$ cat src/rtl/echo_request_input.sv
// Request-side demarshaller for the Echo core: decodes say / burst-say portal writes,
// buffers payload in a FIFO and hands it to echoReq. Optional msg_count under ECHO_REQ_STATS_EN.
module echo_request_input #(
  parameter int DEPTH     = 8,
  parameter int BURST_MAX = 15
) (
  input  logic        CLK,
  input  logic        RST_N,
  input  logic [15:0] wr_method,
  input  logic [31:0] wr_data,
  input  logic        EN_wr,
  output logic        RDY_wr,
  input  logic [15:0] messageSize_size_methodNumber,
  output logic [15:0] messageSize_size,
  output logic        RDY_messageSize_size,
  output logic [31:0] say_v,
  input  logic        say__RDY,
  output logic        say__ENA,
  output logic [15:0] err_count
`ifdef ECHO_REQ_STATS_EN
  ,
  output logic [31:0] msg_count
`endif
);

  localparam int AW = $clog2(DEPTH);
  localparam logic [7:0] BURST_MAX_B = 8'(BURST_MAX);
  localparam logic [AW:0] PTR_ONE = {{AW{1'b0}}, 1'b1};

  typedef enum logic [0:0] {
    IDLE  = 1'b0,
    BURST = 1'b1
  } state_t;

  state_t      state, state_next;
  logic [7:0]  burst_left, burst_left_next;
  logic [AW:0] wr_ptr, rd_ptr;
  logic [31:0] mem [DEPTH];
  logic        fifo_full, fifo_empty;
  logic        accept, push, pop, err_inc;
  logic [7:0]  hdr_count;

  // Extra pointer MSB distinguishes full from empty when the low bits coincide.
  assign fifo_full  = (wr_ptr[AW] != rd_ptr[AW]) && (wr_ptr[AW-1:0] == rd_ptr[AW-1:0]);
  assign fifo_empty = (wr_ptr == rd_ptr);

  assign RDY_wr    = !fifo_full;
  assign accept    = EN_wr && RDY_wr;
  assign hdr_count = wr_data[7:0];

  assign say__ENA = !fifo_empty && say__RDY;
  assign pop      = say__ENA;
  assign say_v    = fifo_empty ? 32'd0 : mem[rd_ptr[AW-1:0]];

  assign messageSize_size     = ((messageSize_size_methodNumber == 16'd0) ||
                                 (messageSize_size_methodNumber == 16'd1)) ? 16'd32 : 16'd0;
  assign RDY_messageSize_size = 1'b1;

  always_ff @(posedge CLK) begin
    if (!RST_N) begin
      state      <= IDLE;
      burst_left <= 8'd0;
    end else begin
      state      <= state_next;
      burst_left <= burst_left_next;
    end
  end

  // In a burst every accepted word is payload regardless of its method tag.
  always_comb begin
    state_next      = state;
    burst_left_next = burst_left;
    push            = 1'b0;
    err_inc         = 1'b0;
    if (accept) begin
      case (state)
        IDLE: begin
          if (wr_method == 16'd0) begin
            push = 1'b1;
          end else if (wr_method == 16'd1) begin
            if ((hdr_count != 8'd0) && (hdr_count <= BURST_MAX_B)) begin
              burst_left_next = hdr_count;
              state_next      = BURST;
            end else begin
              err_inc = 1'b1;
            end
          end else begin
            err_inc = 1'b1;
          end
        end
        BURST: begin
          push            = 1'b1;
          burst_left_next = burst_left - 8'd1;
          if (burst_left == 8'd1) begin
            state_next = IDLE;
          end
        end
        default: state_next = IDLE;
      endcase
    end
  end

  always_ff @(posedge CLK) begin
    if (!RST_N) begin
      wr_ptr <= '0;
      rd_ptr <= '0;
    end else begin
      if (push) wr_ptr <= wr_ptr + PTR_ONE;
      if (pop)  rd_ptr <= rd_ptr + PTR_ONE;
    end
  end

  always_ff @(posedge CLK) begin
    if (push) mem[wr_ptr[AW-1:0]] <= wr_data;
  end

  always_ff @(posedge CLK) begin
    if (!RST_N) begin
      err_count <= 16'd0;
    end else if (err_inc && (err_count != 16'hFFFF)) begin
      err_count <= err_count + 16'd1;
    end
  end

`ifdef ECHO_REQ_STATS_EN
  always_ff @(posedge CLK) begin
    if (!RST_N) begin
      msg_count <= 32'd0;
    end else if (say__ENA) begin
      msg_count <= msg_count + 32'd1;
    end
  end
`endif

endmodule

$ cat config.mk
export PLATFORM = sky130hd
export DESIGN_NAME = echo_request_input
export DESIGN_NICKNAME = d
export VERILOG_FILES = /design/src/rtl/echo_request_input.sv
export SDC_FILE = /design/constraint.sdc
export NUM_CORES = 1
export LEC_CHECK = 0
export CAP_MARGIN = 20
export CORE_MARGIN = 2
export CORE_UTILIZATION = 30
export DETAILED_ROUTE_END_ITERATION = 12
export PLACE_DENSITY_LB_ADDON = 0.15
export SYNTH_ARGS = -nofsm -noshare
export SYNTH_HDL_FRONTEND = slang
export SYNTH_SLANG_ARGS = --single-unit
$ cat constraint.sdc
create_clock -name CLK -period 6.39 [get_ports CLK]
set_input_delay 1.278 -clock CLK [delete_from_list [all_inputs] [get_ports CLK]]
set_output_delay 1.278 -clock CLK [all_outputs]
set_load 0.01 [all_outputs]
# Word level (Yosys, flattened, before mapping)
# Memories as Yosys holds them, arrays and structs flattened. A register that Yosys moved wholly into a read port is not among the register bits.
# Cells that the tools add are included.
[op_classes]
n_bitwise = 1
n_reduce_logical = 12
n_addsub = 4
magnitude_cmp = 1
mux = 23
n_eq_ne = 10
[ops]
columns = ["op", "n"]
rows = [
  ["16-bit by 1-bit equality test with 1-bit output, second input constant", 2],
  ["16-bit zero test", 2],
  ["32-bit 2-to-1 mux", 1],
  ["8-bit 2-to-1 mux", 3],
  ["16-bit by 1-bit adder with 16-bit output, second input constant", 1],
  ["16-bit inequality test, second input constant", 1],
  ["8-bit case mux with 2 select lines", 1],
  ["1-bit 2-to-1 mux", 13],
  ["4-bit by 1-bit adder with 4-bit output, second input constant", 2],
  ["8-bit by 1-bit equality test with 1-bit output, second input constant", 1],
  ["8-bit by 4-bit less-or-equal comparator with 1-bit output, second input constant", 1],
  ["8-bit nonzero test", 1],
  ["8-bit by 1-bit subtractor with 8-bit output, second input constant", 1],
  ["3-bit 2-to-1 mux", 2],
  ["6-bit 2-to-1 mux", 1],
  ["2-bit inequality test, second input constant", 3],
  ["1-bit logical AND", 5],
  ["4-bit equality test", 1],
  ["1-bit case mux with 2 select lines", 2],
  ["4-bit AND reduction", 1],
  ["3-bit equality test", 1],
  ["1-bit zero test", 2],
  ["1-bit logical OR", 1],
  ["1-bit inequality test", 1],
  ["1-bit inverter", 1],
]
[word_totals]
ram_bits = 256
register_bits = 33
elab_cells = 57
mem_count = 1
in_bits = 68
[memory_table]
columns = ["memory", "words", "word_bits", "read_ports", "rd_clocked_by_memory_dff", "write_ports", "line", "text"]
rows = [
  ["mem", 8, 32, 1, 1, 1, "38", "logic [31:0] mem [DEPTH];"],
]

# Logic depth before layout (Yosys ltp)
# Gate-level depths: netlist of run 1.
[logic_depth]
depth_word = 8
depth_mapped = 8
ltp_nobuf = 7

# Worst setup path after synthesis of run 1
# No wires, ideal clock.
[synth_timing]
path_kind = "input port to flip-flop"
start = "input wr_method[9]"
end = "memory mem[4][0] (enable)"
setup_ps = 468
path_buffers = 0
setup_slack_ps = 863
t_required_ps = 5922
path_stages = 5
arrival_time_ps = 5059
cell_sequence = "or4_1 nor2_1 a21oi_1 or3_1 nor3b_1"
[synth_via]
elab_chain_cells = 6
[synth_lines]
columns = ["item", "line", "text"]
rows = [
  ["start: declaration", "9", "input logic [15:0] wr_method,"],
  ["16-bit zero test", "78", "if (wr_method == 16'd0) begin"],
  ["1-bit 2-to-1 mux", "78", ""],
  ["1-bit case mux with 2 select lines", "76", "case (state)"],
  ["1-bit 2-to-1 mux", "75", "if (accept) begin"],
  ["1-bit 2-to-1 mux", "114", "if (push) mem[wr_ptr[AW-1:0]] <= wr_data;"],
  ["1-bit 2-to-1 mux (implied by the code)", "114", ""],
  ["end: declaration", "38", ""],
]
# Every way passes these cells.

==> results of run 1 <==
[worst min path at each step]
stage	from	end	slack, ns
detailed placement	err_count[15]	err_count[15]	0.48
floorplan	burst_left[1]	burst_left[1]	0.46
CTS	burst_left[1]	burst_left[1]	0.49
global placement	burst_left[1]	burst_left[1]	0.47
finish	burst_left[1]	burst_left[1]	0.49
global route	burst_left[1]	burst_left[1]	0.52
[final cells by class]
class | instances | area [um^2] | share of cell area, %
clock inverters | 15 | 174 | 1.18
flip-flops and latches | 292 | 8410 | 57.2
multi-input cells | 337 | 3300 | 22.5
clock buffers | 39 | 836 | 5.68
repair buffers | 134 | 1320 | 8.96
inverters | 5 | 18.8 | 0.128
well taps | 518 | 648 | 4.40
[kinds of logic (layout without fill, tap and decap cells)]
group | after synthesis | count (layout)
AOI/OAI and AO/OA | 44 | 44
xor gates and xnor gates | 16 | 16
muxes | 99 | 99
DFF | 292 | 292
buffers and inverters | 52 | 193
other | 2 | 16
adders and majority gates | 5 | 5
and+or+nand+nor | 157 | 157
[power groups by stage]
| stage | registers, uW | logic (uW) | clock network (uW) |
|---|---|---|---|
| after floorplan | 2120 | 25.9 | 0 |
| after global placement | 2110 | 83.3 | 0 |
| after detailed placement | 2110 | 88.5 | 0 |
| after CTS | 2070 | 88.7 | 1830 |
| after global routing | 2070 | 96.6 | 1900 |
| final | 2070 | 88.3 | 1770 |
[synthesized netlist by cell type, types with 5 or more instances]
cell | count | area (um^2)
nor2_1 | 49 | 184
mux2i_1 | 35 | 350
and2_1 | 15 | 93.8
dfxtp_1 | 36 | 721
nand2b_1 | 6 | 37.5
buf_2 | 9 | 45.0
nand2_1 | 18 | 67.6
o21ai_0 | 11 | 55.1
buf_4 | 17 | 128
xnor2_1 | 11 | 96.3
edfxtp_1 | 256 | 7690
mux4_2 | 64 | 1440
nand4_1 | 11 | 68.8
ha_1 | 5 | 62.6
or4_1 | 5 | 37.5
nand3_1 | 12 | 60.1
nor2b_1 | 6 | 37.5
nor3_1 | 8 | 40.0
inv_1 | 5 | 18.8
clkbuf_1 | 18 | 67.6
nor3b_1 | 5 | 37.5
nor4_1 | 8 | 50.1
[worst reg2reg max path, delay by kind of cell, from the launching register on]
| kind | cells | cell delay, ns |
|---|---|---|
| buffers and inverters | 2 | 0.57 |
| flip-flops | 1 | 0.60 |
| XOR/XNOR | 1 | 0.31 |
| AND/OR/NAND/NOR | 2 | 1.02 |
| AO/OA/AOI/OAI | 1 | 0.12 |
[metrics by stage]
stage | instance area, um^2 | util, %
final | 14700 | 37.9
after global routing | 14700 | 37.9
after CTS | 14700 | 37.8
after detailed placement | 13700 | 35.2
after global placement | 13700 | 35.2
after floorplan | 11900 | -
[metal layers]
| metal | up-vias | share of wire [%] | wire length (um) | global-route usage [%] |
|---|---|---|---|---|
| li1 | 2883 | - | - | - |
| met1 | 3298 | 43 | 11700 | 17.3 |
| met2 | 162 | 50 | 13600 | 22.5 |
| met3 | 33 | 5.1 | 1370 | 2.30 |
| met4 | 0 | 1.4 | 368 | 2.66 |
| met5 | - | 0 | 0 | 0 |
[state kept, by name, indices dropped and copies added (netlist names), named ones only]
| register | count |
|---|---|
| wr_ptr | 4 |
| rd_ptr | 4 |
| err_count | 16 |
| state | 1 |
| mem | 256 |
| burst_left | 8 |
==> results.py, run 1 <==
metrics = {
    "synthesis": {
        "syn_area_um2": 11900,
        "synth_cell_type_count": 54,
        "syn_inst": 667,
        "ys_seq_area_share_pct": 70.8,
        "yosys.area_share.simple_pct": 7.03,
        "synth_top_family_by_area": "multiplexers",
        "synth_compound_area_share_pct": 2.87,
        "ys_warn_count": 0,
        "yosys-mux-area-fraction_pct": 15.1,
        "async_flop_share_pct": 0,
        "synth_edf_count": 256,
        "syn_avg_cell_area_um2": 17.8,
        "ys_ff_latch": 292,
        "synthAdderAreaFrac_pct": 0.527,
        "synth_xor_area_share_pct": 1.37,
        "ys.flop_type": "edfxtp_1",
    },
    "grt": {
        "grt_max_degree": 52,
        "grt_pass1_wl_um": 40800,
        "grt_pass1_vias": 6824,
        "antenna_found_initial": 0,
        "grt-ovfl-total": 0,
        "grt_use_total_pct": 13.0,
    },
    "setup_path": {
        "crit_path_max_fanout": 36,
        "r2r-end": "mem[6][17]",
        "crit_type": "register to output pin",
        "path_cells": "buf_4 > mux4_2 > mux2i_1 > nor2_1 > clkdlybuf4s50_1",
        "path_delay_family": "flip-flops",
        "cp-end-kind": "output pin",
        "worstPathRequired_ns": 5.11,
        "worst_path_largest_cell_delay_ns": 1.00,
        "setup.worst_path.end": "say_v[5]",
        "crit_cells": 5,
        "worst-path-buf-inv": 2,
        "worstReg2RegStart": "wr_ptr[1]",
        "start_kind": "register",
        "reg2reg_slack_ns": 3.44,
        "crit_arrival_ns": 3.13,
        "ff2ff_path_depth": 6,
        "cp_slowest_cell": "dfxtp_2",
    },
    "cts": {
        "clk_pin_slew_ns": 0.06,
        "postCtsResizedCells": 0,
        "h-tree-depth": 1,
        "cts_setup_buffers": 0,
        "clock-sinks": 292,
        "cts_inserted_buffers": 31,
        "cts-root-buf": "clkbuf_16",
        "cts_hold_buf": 0,
        "worstSkewPairLatency_ns": 0.54,
        "cts_tree": "done",
        "clockBufferDepth": 3,
    },
    "sta": {
        "setup_ws_ns": 1.98,
        "fin_hold_ws_ns": 0.491,
        "fin_tns_setup_ns": 0,
        "maxSlewHeadroom_pct": 31.6,
        "setup_viol": 0,
        "period_minus_slack_ns": 4.41,
        "finalMaxSlewViolations": 0,
        "period_share_pct": 69.0,
        "clock_skew_ns": 0.0139,
        "rsz0062_at_grt": "no",
        "finalHoldViolCount": 0,
        "worst_slew_pin_slew_ns": 1.03,
        "fmax_mhz": 227,
    },
    "routing": {
        "routed_wl_um": 27000,
        "route.vias.total": 6376,
        "wl_per_cell_um": 20.1,
        "dr.pass1.iters": 5,
        "drtAntennaViolNets": 0,
        "first_iter_violations": 313,
        "via_per_inst": 4.76,
        "drc_errors": 0,
    },
    "placement": {
        "dp_slack_ns": 1.84,
        "dpl.hpwl_um": 15500,
        "place.gp.congestion": 0.751,
        "dp.cells": 1285,
        "portBuffers": 117,
    },
    "finish": {
        "nets": 874,
        "finalNonFillerCells": 1340,
        "fill_cells": 3609,
        "syn_to_final_growth_pct": 23.9,
        "drive_gt1_share_pct": 17.9,
        "final_common_cell": "edfxtp_1",
        "diodes": 0,
        "mostFrequentLayoutCells": "edfxtp_1 (256), clkdlybuf4s50_1 (117), mux4_2 (64), nor2_1 (48), mux2i_1 (35)",
    },
    "power": {
        "pwr-share-comb_pct": 2.2,
        "switching_share_pct": 18.9,
        "ir_worst_vdd_mv": 0.162,
        "leakage_uw": 0.00454,
        "powerDensity_nw_per_um2": 267,
        "p_int_uw": 3190,
        "p_switching_uw": 742,
        "p_clk_share_pct": 45.0,
        "p_total_uw": 3930,
        "power.share.sequential_pct": 52.7,
    },
    "hold_path": {
        "hold_path_depth": 2,
        "min_path_type": "register to register",
    },
    "die": {
        "start_util_pct": 30.6,
        "die-area_um2": 41200,
        "core_area_um2": 38800,
        "die_h_um": 203,
        "rows": 72,
        "die_w_um": 203,
        "ioPinCount": 135,
    },
    "job": {
        "maxCapViolCount": 0,
    },
    "run_status": {
        "outcome": "complete, no violations",
    },
}
(Power assumes the default switching activity.)
==> run 2, diff against run 1 <==
==> constraint.sdc (replaced) <==
create_clock -name CLK -period 4.4 [get_ports CLK]
set_input_delay 0.88 -clock CLK [delete_from_list [all_inputs] [get_ports CLK]]
set_output_delay 0.88 -clock CLK [all_outputs]
set_load 0.01 [all_outputs]
==> results.py, run 2 (synthesis gave the netlist of run 1 again) <==
metrics = {
    "grt": {
        "grt_use_total_pct": 12.7,
        "grt-ovfl-total": 0,
        "grt_pass1_wl_um": 40000,
        "antenna_found_initial": 2,
        "grt_pass1_vias": 6858,
        "grt_max_degree": 45,
    },
    "cts": {
        "h-tree-depth": 1,
        "postCtsResizedCells": 0,
        "clock-sinks": 292,
        "clk_pin_slew_ns": 0.06,
        "cts_tree": "done",
        "clockBufferDepth": 3,
        "cts-root-buf": "clkbuf_16",
        "worstSkewPairLatency_ns": 0.55,
        "cts_setup_buffers": 0,
        "cts_hold_buf": 0,
        "cts_inserted_buffers": 31,
    },
    "sta": {
        "finalMaxSlewViolations": 0,
        "period_minus_slack_ns": 3.97,
        "setup_viol": 0,
        "clock_skew_ns": 0.00839,
        "period_share_pct": 90.2,
        "maxSlewHeadroom_pct": 45.2,
        "fin_hold_ws_ns": 0.498,
        "finalHoldViolCount": 0,
        "fin_tns_setup_ns": 0,
        "fmax_mhz": 252,
        "rsz0062_at_grt": "no",
        "worst_slew_pin_slew_ns": 0.821,
    },
    "power": {
        "ir_worst_vdd_mv": 0.304,
        "powerDensity_nw_per_um2": 370,
        "leakage_uw": 0.00451,
    },
    "die": {
        "die_h_um": 203,
        "ioPinCount": 135,
        "core_area_um2": 38800,
        "rows": 72,
        "die-area_um2": 41200,
        "die_w_um": 203,
        "start_util_pct": 30.6,
    },
    "setup_path": {
        "crit_type": "register to output pin",
        "crit_path_max_fanout": 19,
        "worstPathRequired_ns": 3.52,
        "start_kind": "register",
        "cp-end-kind": "output pin",
        "crit_arrival_ns": 3.09,
    },
    "hold_path": {
        "min_path_type": "register to register",
    },
    "routing": {
        "wl_per_cell_um": 19.5,
        "dr.pass1.iters": 4,
        "route.vias.total": 6347,
        "drtAntennaViolNets": 0,
        "routed_wl_um": 26300,
        "drc_errors": 0,
        "first_iter_violations": 357,
        "via_per_inst": 4.70,
    },
    "placement": {
        "portBuffers": 117,
        "place.gp.congestion": 0.799,
        "dpl.hpwl_um": 15900,
        "place_area_um2": 13800,
    },
    "finish": {
        "drive_gt1_share_pct": 18.2,
        "fill_cells": 3581,
        "final_area_um2": 14700,
        "nets": 881,
        "syn_to_final_growth_pct": 23.7,
        "multiInputGateArea_um2": 3320,
        "largest_reg_flops": 256,
        "register_area_um2": 8420,
        "mostFrequentLayoutCells": "edfxtp_1 (256), clkdlybuf4s50_1 (117), mux4_2 (64), nor2_1 (48), mux2i_1 (35)",
        "final_common_cell": "edfxtp_1",
    },
    "job": {
        "maxCapViolCount": 0,
    },
    "run_status": {
        "outcome": "complete, no violations",
    },
}
[run 2: cell types whose count changed in the layout (fill, tap and decap cells not counted), moves of 2 or more]
cell       delta
nor3b_4       +2
buf_12        +3
buf_4         +5
bufinv_16     -4
clkinv_1      +2
nor3b_2       -2
clkbuf_8      -3
clkbuf_1      +2
[run 2: layer usage]
metal  track usage, %  share of wire, %  up-vias  wire (um)
met2             22.6                51      140      13400
li1                 -                 -     2904          -
met4             2.29               1.5        2        383
met1             16.2                43     3271      11200
met3             2.52               4.8       30       1260
met5                0             0.061        -         16
[run 2: cell type report]
class	instances	share of cell area [%]
clock inverter	17	0.622
multi-input combinational	337	22.6
inverter	5	0.128
sequential	292	57.3
timing repair buffer	141	9.45
antenna	1	0.0170
clock buffer	38	5.46
tap	518	4.41
[run 2: through the flow]
| step | setup WS (ns) | instances | util, % | power [uW] |
|---|---|---|---|---|
| finish | 0.429 | 1349 | 37.8 | 5440 |
| global route | 0.283 | 1348 | 37.8 | 5640 |
| CTS | 0.351 | 1348 | 37.8 | 5530 |
| detailed placement | 0.424 | 1293 | 35.5 | 3200 |
| global placement | 0.458 | 1293 | 35.5 | 3190 |
| floorplan | -0.552 | 681 | - | 3110 |
[run 2: power by group]
part | total, uW | internal [uW] | switching [uW]
Sequential | 3010 | 3010 | 3.21
Combinational | 130 | 66.0 | 63.5
Clock | 2300 | 1290 | 1010
Total | 5440 | 4360 | 1080
[run 2: final timing paths]
check | start | endpoint | slack, ns | cells past startpoint
worst min-delay path | err_count[15] | err_count[15] | 0.50 | 2
worst min register to register | err_count[15] | err_count[15] | 0.50 | 2
worst max-delay path | wr_ptr[1] | say__ENA | 0.43 | 6
worst max register to register | wr_ptr[1] | mem[4][17] | 1.51 | 6
[run 2: critical path, cell delays in order, from the launching register on]
cell             delay (ns)
dfxtp_1                0.69
xor2_2                 0.24
nor4b_4                0.39
buf_4                  0.35
nand2b_1               0.26
inv_1                  0.12
clkdlybuf4s50_1        0.50
==> run 3, diff against run 2 <==
--- a/config.mk
+++ b/config.mk
@@ -8,6 +8,7 @@
 export CAP_MARGIN = 20
 export CORE_MARGIN = 2
 export CORE_UTILIZATION = 30
+export CTS_CLUSTER_DIAMETER = 60
 export DETAILED_ROUTE_END_ITERATION = 12
 export PLACE_DENSITY_LB_ADDON = 0.15
 export SYNTH_ARGS = -nofsm -noshare
==> results.py, run 3 (synthesis gave the netlist of run 1 again) <==
metrics = {
    "sta": {
        "setup_viol": 0,
        "fmax_mhz": 258,
        "worst_slew_pin_slew_ns": 0.818,
        "fin_tns_setup_ns": 0,
        "period_minus_slack_ns": 3.88,
        "rsz0062_at_grt": "no",
        "clock_skew_ns": 0.0189,
        "fin_hold_ws_ns": 0.495,
        "period_share_pct": 88.3,
        "maxSlewHeadroom_pct": 45.5,
        "finalHoldViolCount": 0,
        "finalMaxSlewViolations": 0,
    },
    "setup_path": {
        "worstPathRequired_ns": 3.52,
        "r2r-end": "mem[4][17]",
        "reg2reg_slack_ns": 1.53,
        "worstReg2RegStart": "wr_ptr[1]",
        "crit_arrival_ns": 3.00,
        "crit_path_max_fanout": 19,
        "start_kind": "register",
        "crit_type": "register to output pin",
        "cp-end-kind": "output pin",
        "ff2ff_path_depth": 6,
    },
    "grt": {
        "antenna_found_initial": 2,
        "grt_pass1_vias": 6876,
        "grt_pass1_wl_um": 40200,
        "grt-ovfl-total": 0,
        "grt_max_degree": 45,
        "grt_use_total_pct": 12.9,
    },
    "hold_path": {
        "min_from": "err_count[15]",
        "hold_path_depth": 2,
        "holdPathEnd": "err_count[15]",
        "min_path_type": "register to register",
    },
    "finish": {
        "syn_to_final_growth_pct": 24.9,
        "mostFrequentLayoutCells": "edfxtp_1 (256), clkdlybuf4s50_1 (117), mux4_2 (64), nor2_1 (48)",
        "final_common_cell": "edfxtp_1",
        "finalNonFillerCells": 1353,
        "nets": 884,
        "largest_reg_flops": 256,
        "drive_gt1_share_pct": 18.3,
        "fill_cells": 3563,
        "final_util_pct": 38.2,
    },
    "die": {
        "start_util_pct": 30.6,
        "die_h_um": 203,
        "rows": 72,
        "die-area_um2": 41200,
        "core_area_um2": 38800,
        "die_w_um": 203,
        "ioPinCount": 135,
    },
    "cts": {
        "clk_pin_slew_ns": 0.05,
        "worstSkewPairLatency_ns": 0.50,
        "clockBufferDepth": 3,
        "cts_tree": "done",
        "cts_setup_buffers": 0,
        "clock-sinks": 292,
        "cts_inserted_buffers": 34,
        "h-tree-depth": 2,
        "cts-root-buf": "clkbuf_16",
        "postCtsResizedCells": 0,
        "cts_hold_buf": 0,
    },
    "routing": {
        "wl_per_cell_um": 19.6,
        "via_per_inst": 4.69,
        "drc_errors": 0,
        "route.vias.total": 6343,
        "drtAntennaViolNets": 0,
        "dr.pass1.iters": 4,
        "first_iter_violations": 353,
        "routed_wl_um": 26500,
    },
    "placement": {
        "place.gp.congestion": 0.799,
        "portBuffers": 117,
        "dpl.hpwl_um": 15900,
        "dp.cells": 1293,
    },
    "job": {
        "maxCapViolCount": 0,
    },
    "run_status": {
        "outcome": "complete, no violations",
    },
    "power": {
        "p_total_uw": 5760,
        "ir_worst_vdd_mv": 0.261,
        "powerDensity_nw_per_um2": 389,
        "leakage_uw": 0.00458,
    },
}
## run 3: changes by cell type in the layout (fill, tap and decap cells not counted), moves of 2 or more
cell        previous run  this run
clkinv_1               8         5
clkbuf_1               7        12
clkinvlp_4             2         0
bufinv_16              0         2
clkbuf_16             31        35
clkinv_4               2         0
## run 3: metrics by stage
step / instance area (um^2) / setup WS (ns)
after floorplan: 11900 / -0.552
after global placement: 13800 / 0.458
after detailed placement: 13800 / 0.424
after CTS: 14800 / 0.429
after global routing: 14800 / 0.363
final: 14800 / 0.517
## run 3: metal layers
metal / track usage, % / up-vias / part of all wire, %
met1: 16.2 / 3250 / 43
met5: 0 / - / 0.060
met4: 2.87 / 2 / 1.6
met3: 2.66 / 36 / 4.4
li1: - / 2914 / -
met2: 22.7 / 141 / 51
## run 3: worst max path at each step
stage / end / start / cells past startpoint / slack (ns)
2_1_floorplan: mem[5][0] / wr_method[9] / 6 / -0.55
4_1_cts: say__ENA / wr_ptr[1] / 6 / 0.43
5_1_grt: say__ENA / wr_ptr[1] / 6 / 0.36
3_3_place_gp: mem[4][20] / wr_method[0] / 7 / 0.46
6_report: say__ENA / wr_ptr[1] / 6 / 0.52
3_5_place_dp: mem[4][13] / wr_method[0] / 7 / 0.42
## run 3: area by class of cell
type | instances | area, um^2 | share of cell area, %
clock buffers | 47 | 921 | 6.21
flip-flops and latches | 292 | 8420 | 56.8
clock inverters | 12 | 111 | 0.751
repair buffers | 141 | 1390 | 9.36
inverters | 5 | 18.8 | 0.127
well taps | 518 | 648 | 4.37
multi-input cells | 337 | 3320 | 22.4
diodes | 1 | 2.50 | 0.0169
## run 3: worst max-delay path: stages, from the launching register on
cell and delay [ns]:
dfxtp_1 0.67, xor2_2 0.23, nor4b_4 0.39, buf_4 0.35
nand2b_1 0.26, inv_1 0.11, clkdlybuf4s50_1 0.50
## run 3: where the power goes
part	internal [uW]	leakage, uW	switching, uW	total [uW]
clock network	1580	0.000502	1040	2620
registers	3010	0.00259	3.23	3010
logic	66.0	0.00149	63.6	130
